$ cat src/rtl/rptr_fwft.sv
// Read-side pointer, empty/almost-empty flags and first-word-fall-through prefetch
// for the dual-clock FIFO (rclk domain). Define RPTR_FWFT_FLUSH_EN to add the rflush port.
module rptr_fwft #(
  parameter int ADDR_WIDTH    = 8,
  parameter int DATA_WIDTH    = 16,
  parameter int AEMPTY_THRESH = 4
) (
  input  logic                  rclk,
  input  logic                  rrst_n,
  input  logic [ADDR_WIDTH:0]   rq2_wptr,
  output logic [ADDR_WIDTH:0]   rptr,
  output logic [ADDR_WIDTH-1:0] raddr,
  output logic                  rmem_en,
  input  logic [DATA_WIDTH-1:0] rmem_data,
  output logic [DATA_WIDTH-1:0] rdata,
  output logic                  rvalid,
  input  logic                  rready,
  output logic                  rempty,
  output logic                  raempty,
  output logic [ADDR_WIDTH:0]   rlevel
`ifdef RPTR_FWFT_FLUSH_EN
  ,
  input  logic                  rflush
`endif
);

  localparam int PW = ADDR_WIDTH + 1;
  localparam logic [PW-1:0] THRESH = PW'(AEMPTY_THRESH);

  function automatic logic [PW-1:0] gray2bin(input logic [PW-1:0] g);
    logic [PW-1:0] b;
    b[PW-1] = g[PW-1];
    for (int i = PW - 2; i >= 0; i--) b[i] = b[i+1] ^ g[i];
    return b;
  endfunction

  logic                  flush;
`ifdef RPTR_FWFT_FLUSH_EN
  assign flush = rflush;
`else
  assign flush = 1'b0;
`endif

  logic [PW-1:0]         rbin_q, rbin_d;
  logic [PW-1:0]         rptr_q, rptr_d;
  logic                  pend_q, pend_d;
  logic                  rvalid_q, rvalid_d;
  logic [DATA_WIDTH-1:0] hold_q, hold_d;
  logic                  rempty_q, rempty_d;
  logic                  raempty_q, raempty_d;
  logic [PW-1:0]         rlevel_q, rlevel_d;

  logic [PW-1:0]         wbin;
  logic [PW-1:0]         level_next;
  logic                  mem_avail;
  logic                  fetch;

  always_comb begin
    // NOTE: every output gets a value before any branch, so no latch can be inferred.
    wbin       = gray2bin(rq2_wptr);
    mem_avail  = (rptr_q != rq2_wptr);
    // Fetch only when the output register is free or being emptied this cycle.
    fetch      = mem_avail & (~rvalid_q | rready) & ~flush;

    rbin_d     = flush ? wbin : rbin_q + PW'(fetch);
    rptr_d     = (rbin_d >> 1) ^ rbin_d;
    level_next = wbin - rbin_d;

    pend_d     = fetch;
    rvalid_d   = fetch | (rvalid_q & ~rready);
    hold_d     = pend_q ? rmem_data : hold_q;
    rempty_d   = (rptr_d == rq2_wptr);
    rlevel_d   = level_next;
    raempty_d  = (level_next <= THRESH);

    if (flush) begin
      rvalid_d  = 1'b0;
      hold_d    = '0;
      rempty_d  = 1'b1;
      rlevel_d  = '0;
      raempty_d = 1'b1;
    end
  end

  // NOTE: state is updated with non-blocking assignments only, so every flop sees
  // the pre-edge value of every other flop regardless of statement order.
  always_ff @(posedge rclk or negedge rrst_n) begin
    if (!rrst_n) begin
      rbin_q    <= '0;
      rptr_q    <= '0;
      pend_q    <= 1'b0;
      rvalid_q  <= 1'b0;
      // NOTE: the hold register is a single data word, not an array, so resetting
      // it is cheap and guarantees no stale word survives a reset.
      hold_q    <= '0;
      rempty_q  <= 1'b1;
      raempty_q <= 1'b1;
      rlevel_q  <= '0;
    end else begin
      rbin_q    <= rbin_d;
      rptr_q    <= rptr_d;
      pend_q    <= pend_d;
      rvalid_q  <= rvalid_d;
      hold_q    <= hold_d;
      rempty_q  <= rempty_d;
      raempty_q <= raempty_d;
      rlevel_q  <= rlevel_d;
    end
  end

  // The strobe is gated by reset because rq2_wptr may already be nonzero in reset.
  assign rmem_en = fetch & rrst_n;
  assign raddr   = rbin_q[ADDR_WIDTH-1:0];
  assign rptr    = rptr_q;
  assign rdata   = pend_q ? rmem_data : hold_q;
  assign rvalid  = rvalid_q;
  assign rempty  = rempty_q;
  assign raempty = raempty_q;
  assign rlevel  = rlevel_q;

endmodule

$ cat config.mk
export PLATFORM = sky130hd
export DESIGN_NAME = rptr_fwft
export DESIGN_NICKNAME = d
export VERILOG_FILES = /design/src/rtl/rptr_fwft.sv
export SDC_FILE = /design/constraint.sdc
export NUM_CORES = 1
export LEC_CHECK = 0
export BUFFER_PORTS_ARGS = -buffer_cell sky130_fd_sc_hd__buf_2
export CORE_ASPECT_RATIO = 0.75
export CORE_MARGIN = 3
export CORE_UTILIZATION = 51
export CTS_CLUSTER_SIZE = 14
export DETAILED_ROUTE_END_ITERATION = 16
export PLACE_DENSITY = 0.83
export RECOVER_POWER = 25
export SKIP_CTS_REPAIR_TIMING = 1
export SYNTH_ARGS = -nofsm -noshare
export SYNTH_HDL_FRONTEND = slang
export SYNTH_SLANG_ARGS = --single-unit
$ cat constraint.sdc
create_clock -name rclk -period 5 [get_ports rclk]
set_clock_uncertainty 0.1 [all_clocks]
set_input_delay 0.5 -clock rclk [delete_from_list [all_inputs] [get_ports rclk]]
set_output_delay 0.5 -clock rclk [all_outputs]
set_load 0.03 [all_outputs]
==> results by group <==
Clock network
  – # H-tree levels: 2
  – Clock buffer depth: 2
  – Clock transition at path regs: 0.08 ns
  – Clock sink total: 46
  – CTS tree: done
  – Cts bufs inserted: 5
  – Root Buffer: clkbuf_8
  – Skew-Pair Late Insertion Delay: 0.30 ns

Worst setup path
  – Top cell by count, worst path: ha_1
  – CP delay by family, top: simple AND/OR/NAND/NOR gates
  – CP Cell Sequence: xnor2_1 > nand4_1 > nor4_1 > a21oi_1 > ha_1 > ha_1 > inv_1 > ha_1 > nor2b_1 > nor2_1 > a2111oi_0 > nor3_2 > xnor2_1 > a2111o_1 > nor4_2
  – Worst EP arrival: 4.27 ns
  – Crit path max-delay cell type: a2111oi_0
  – Critical Path RT: 5.11 ns
  – Crit. End Element: flip-flop
  – Crit-path max FO: 5
  – CP startpoint kind: flip-flop
  – WS Path Type: flip-flop to flip-flop
  – Buf+Inv Stages, Crit Path: 1
  – CP peak stage delay: 0.55 ns

STA
  – Unrepaired setup endpoints after global routing: no
  – Worst slew margin: -56.7%
  – Setup TNS: 0 ns
  – Hold slack final: 0.291 ns
  – Maximum operating frequency: 240 MHz
  – Min Tclk post-route: 4.16 ns
  – Slew @ Worst Pin: 2.35 ns
  – Slew Viols, Final: 48
  – Final cycle utilization of the critical path: 83.2%
  – Hold Fails Final Rpt: 0
  – Final setup violation count: 0

Finish
  – Diodes inserted: 0
  – Layout cells sized above 1: 38.8%
  – FILL cells: 364
  – Nets@finish: 313
  – P&R area growth vs syn: 20.9%
  – Final Util: 64.6%

Yosys
  – Seq/Total Area, Yosys: 47.7%
  – Asr flop ratio synth: 100%
  – Simple-gate share of the synthesized area: 6.99%
  – Synth Area in Compound Gates: 7.15%
  – Primary FF master, synth: dfrtp_1
  – Syn avg cell area: 12.0 sq um
  – Yosys cell types: 46
  – Synthesized net count: 238
  – Post-synth EDFFs: 0
  – Synth Instances: 202
  – Synth Area in XOR/XNOR: 22.0%
  – Synth Cell Area: 2420 sq um
  – Post-synthesis mux area share: 7.46%
  – Synthesized flop and latch total: 46
  – Syn. warnings: 0
  – Adder-Cell Fraction of Synth Area: 4.87%
  – Main combinational cell family by area after synthesis: XOR/XNOR gates

Worst hold path
  – Worst Hold Class: input pin to flip-flop

Power and ir drop
  – Power Dens Cells: 667 nW/um^2
  – Leak: 1.39 nW
  – Peak supply drop: 437 uV

Die
  – IO Pins: 74
  – Die area: 5610 sq um
  – Chip Height: 65.6 um
  – Core Region: 4520 sq um
  – Initial Util: 53.5%
  – Die width: 85.5 um
  – Rows: 21

Placed design
  – Dpl hpwl: 4.18 mm
  – Buffers on Ports: 73
  – Gpl congestion: 0.911

Global route
  – Total GRT Usage: 19.3%
  – Initial antenna violation count: 0
  – First-pass GRT wire length: 8.29 mm
  – Vias in the first global route: 1703
  – Pin count of the biggest net entering global routing: 48
  – Total gr overflow: 0

Run status
  – Failing checks: capacitance limit, slew limit
  – Run status: complete, but fails checks

Detailed routing
  – First-iteration detailed-routing DRC count: 54
  – # DRC: 0
  – Via-to-Cell Ratio: 5.19
  – DR pass1 iterations: 4
  – DR WL/cell: 15.3 um
  – Antenna Violating Nets Remaining: 0
  – DRT Wirelength: 5.14 mm
  – Via Count: 1738

Job
  – MaxCap Viol Count: 1
[through the flow]
| step | std cells | setup slack [ns] | total power, mW | instance area, sq um |
|---|---|---|---|---|
| floorplan | 202 | 1.18 | 1.43 | 2420 |
| global placement | 327 | 0.844 | 1.70 | 2830 |
| detailed placement | 327 | 0.637 | 1.73 | 2830 |
| CTS | 335 | 0.833 | 1.96 | 2920 |
| global route | 335 | 0.542 | 2.08 | 2920 |
| finish | 335 | 0.840 | 1.95 | 2920 |
[routing by layer]
metal  vias to the layer above  part of all wire [%]  GRT usage [%]
met2                        76                    42           29.7
met5                         -                     0              0
met1                       819                    47           27.1
met3                         7                   9.6           5.51
li1                        836                     -              -
met4                         0                   1.1           4.35
[area by class of cell]
| class | instances | area (sq um) | share of cell area (%) |
|---|---|---|---|
| Multi-Input combinational cell | 132 | 1170 | 40.1 |
| Sequential cell | 46 | 1150 | 39.5 |
| Timing Repair Buffer | 73 | 364 | 12.5 |
| Inverter | 19 | 71.3 | 2.44 |
| Tap cell | 57 | 71.3 | 2.44 |
| Clock buffer | 5 | 68.8 | 2.36 |
| Clock inverter | 3 | 21.3 | 0.728 |
[cell usage in the layout (no fill, tap or decap), types with 2 or more instances in the layout]
| cell type | n |
|---|---|
| xnor2_4 | 2 |
| nor2_1 | 9 |
| nand4_1 | 2 |
| ha_1 | 7 |
| inv_2 | 3 |
| o21ai_1 | 2 |
| nand3_1 | 4 |
| xor2_1 | 17 |
| nand2_1 | 5 |
| inv_1 | 16 |
| dfstp_2 | 2 |
| clkbuf_8 | 5 |
| buf_2 | 72 |
| dfrtp_1 | 44 |
| mux2_2 | 16 |
| o211ai_1 | 2 |
| a21oi_1 | 5 |
| xnor2_1 | 30 |
| a22oi_1 | 2 |
| nor3_1 | 2 |
| nor4_1 | 2 |
| and2_1 | 2 |
[cells by family after synthesis]
family                   Yosys count
adder cells (fa/ha/maj)            9
AO/OA/AOI/OAI                     23
buffers and inverters             24
XOR/XNOR                          52
AND/OR/NAND/NOR                   32
multiplexers                      16
flip-flops                        46
[registers in the layout, indices dropped and copies added, names as in the netlist]
register	flops
hold_q	16
rlevel	9
pend_q	1
rvalid	1
rptr	8
rempty	1
raempty	1
rbin_q	9
[final timing paths]
check	start	endpoint	slack, ns	depth (start not counted)
min	rready	rvalid$_DFF_PN0_	0.29	2
min reg2reg	hold_q[0]$_DFF_PN0_	hold_q[0]$_DFF_PN0_	0.40	1
min in group asynchronous	rrst_n	hold_q[10]$_DFF_PN0_	0.81	1
max in group asynchronous	rrst_n	rbin_q[4]$_DFF_PN0_	2.66	1
max	rptr[7]$_DFF_PN0_	raempty$_DFF_PN1_	0.84	15
max reg2reg	rptr[7]$_DFF_PN0_	raempty$_DFF_PN1_	0.84	15
[cells in the mapped netlist (3+ instances only)]
cell | n | area [sq um]
xnor2_1 | 30 | 263
dfrtp_1 | 44 | 1100
nand3_1 | 4 | 20.0
nand2_1 | 5 | 18.8
inv_1 | 16 | 60.1
ha_1 | 7 | 87.6
inv_2 | 3 | 11.3
a21oi_1 | 5 | 25.0
mux2_2 | 16 | 180
xor2_1 | 17 | 149
nor2_1 | 9 | 33.8
[power breakdown]
part	total [mW]	switching [mW]	internal, mW
Combinational	1.16	0.745	0.414
Clock	0.223	0.125	0.0982
Sequential	0.564	0.0697	0.494
Power figures use the tool's default switching activity.
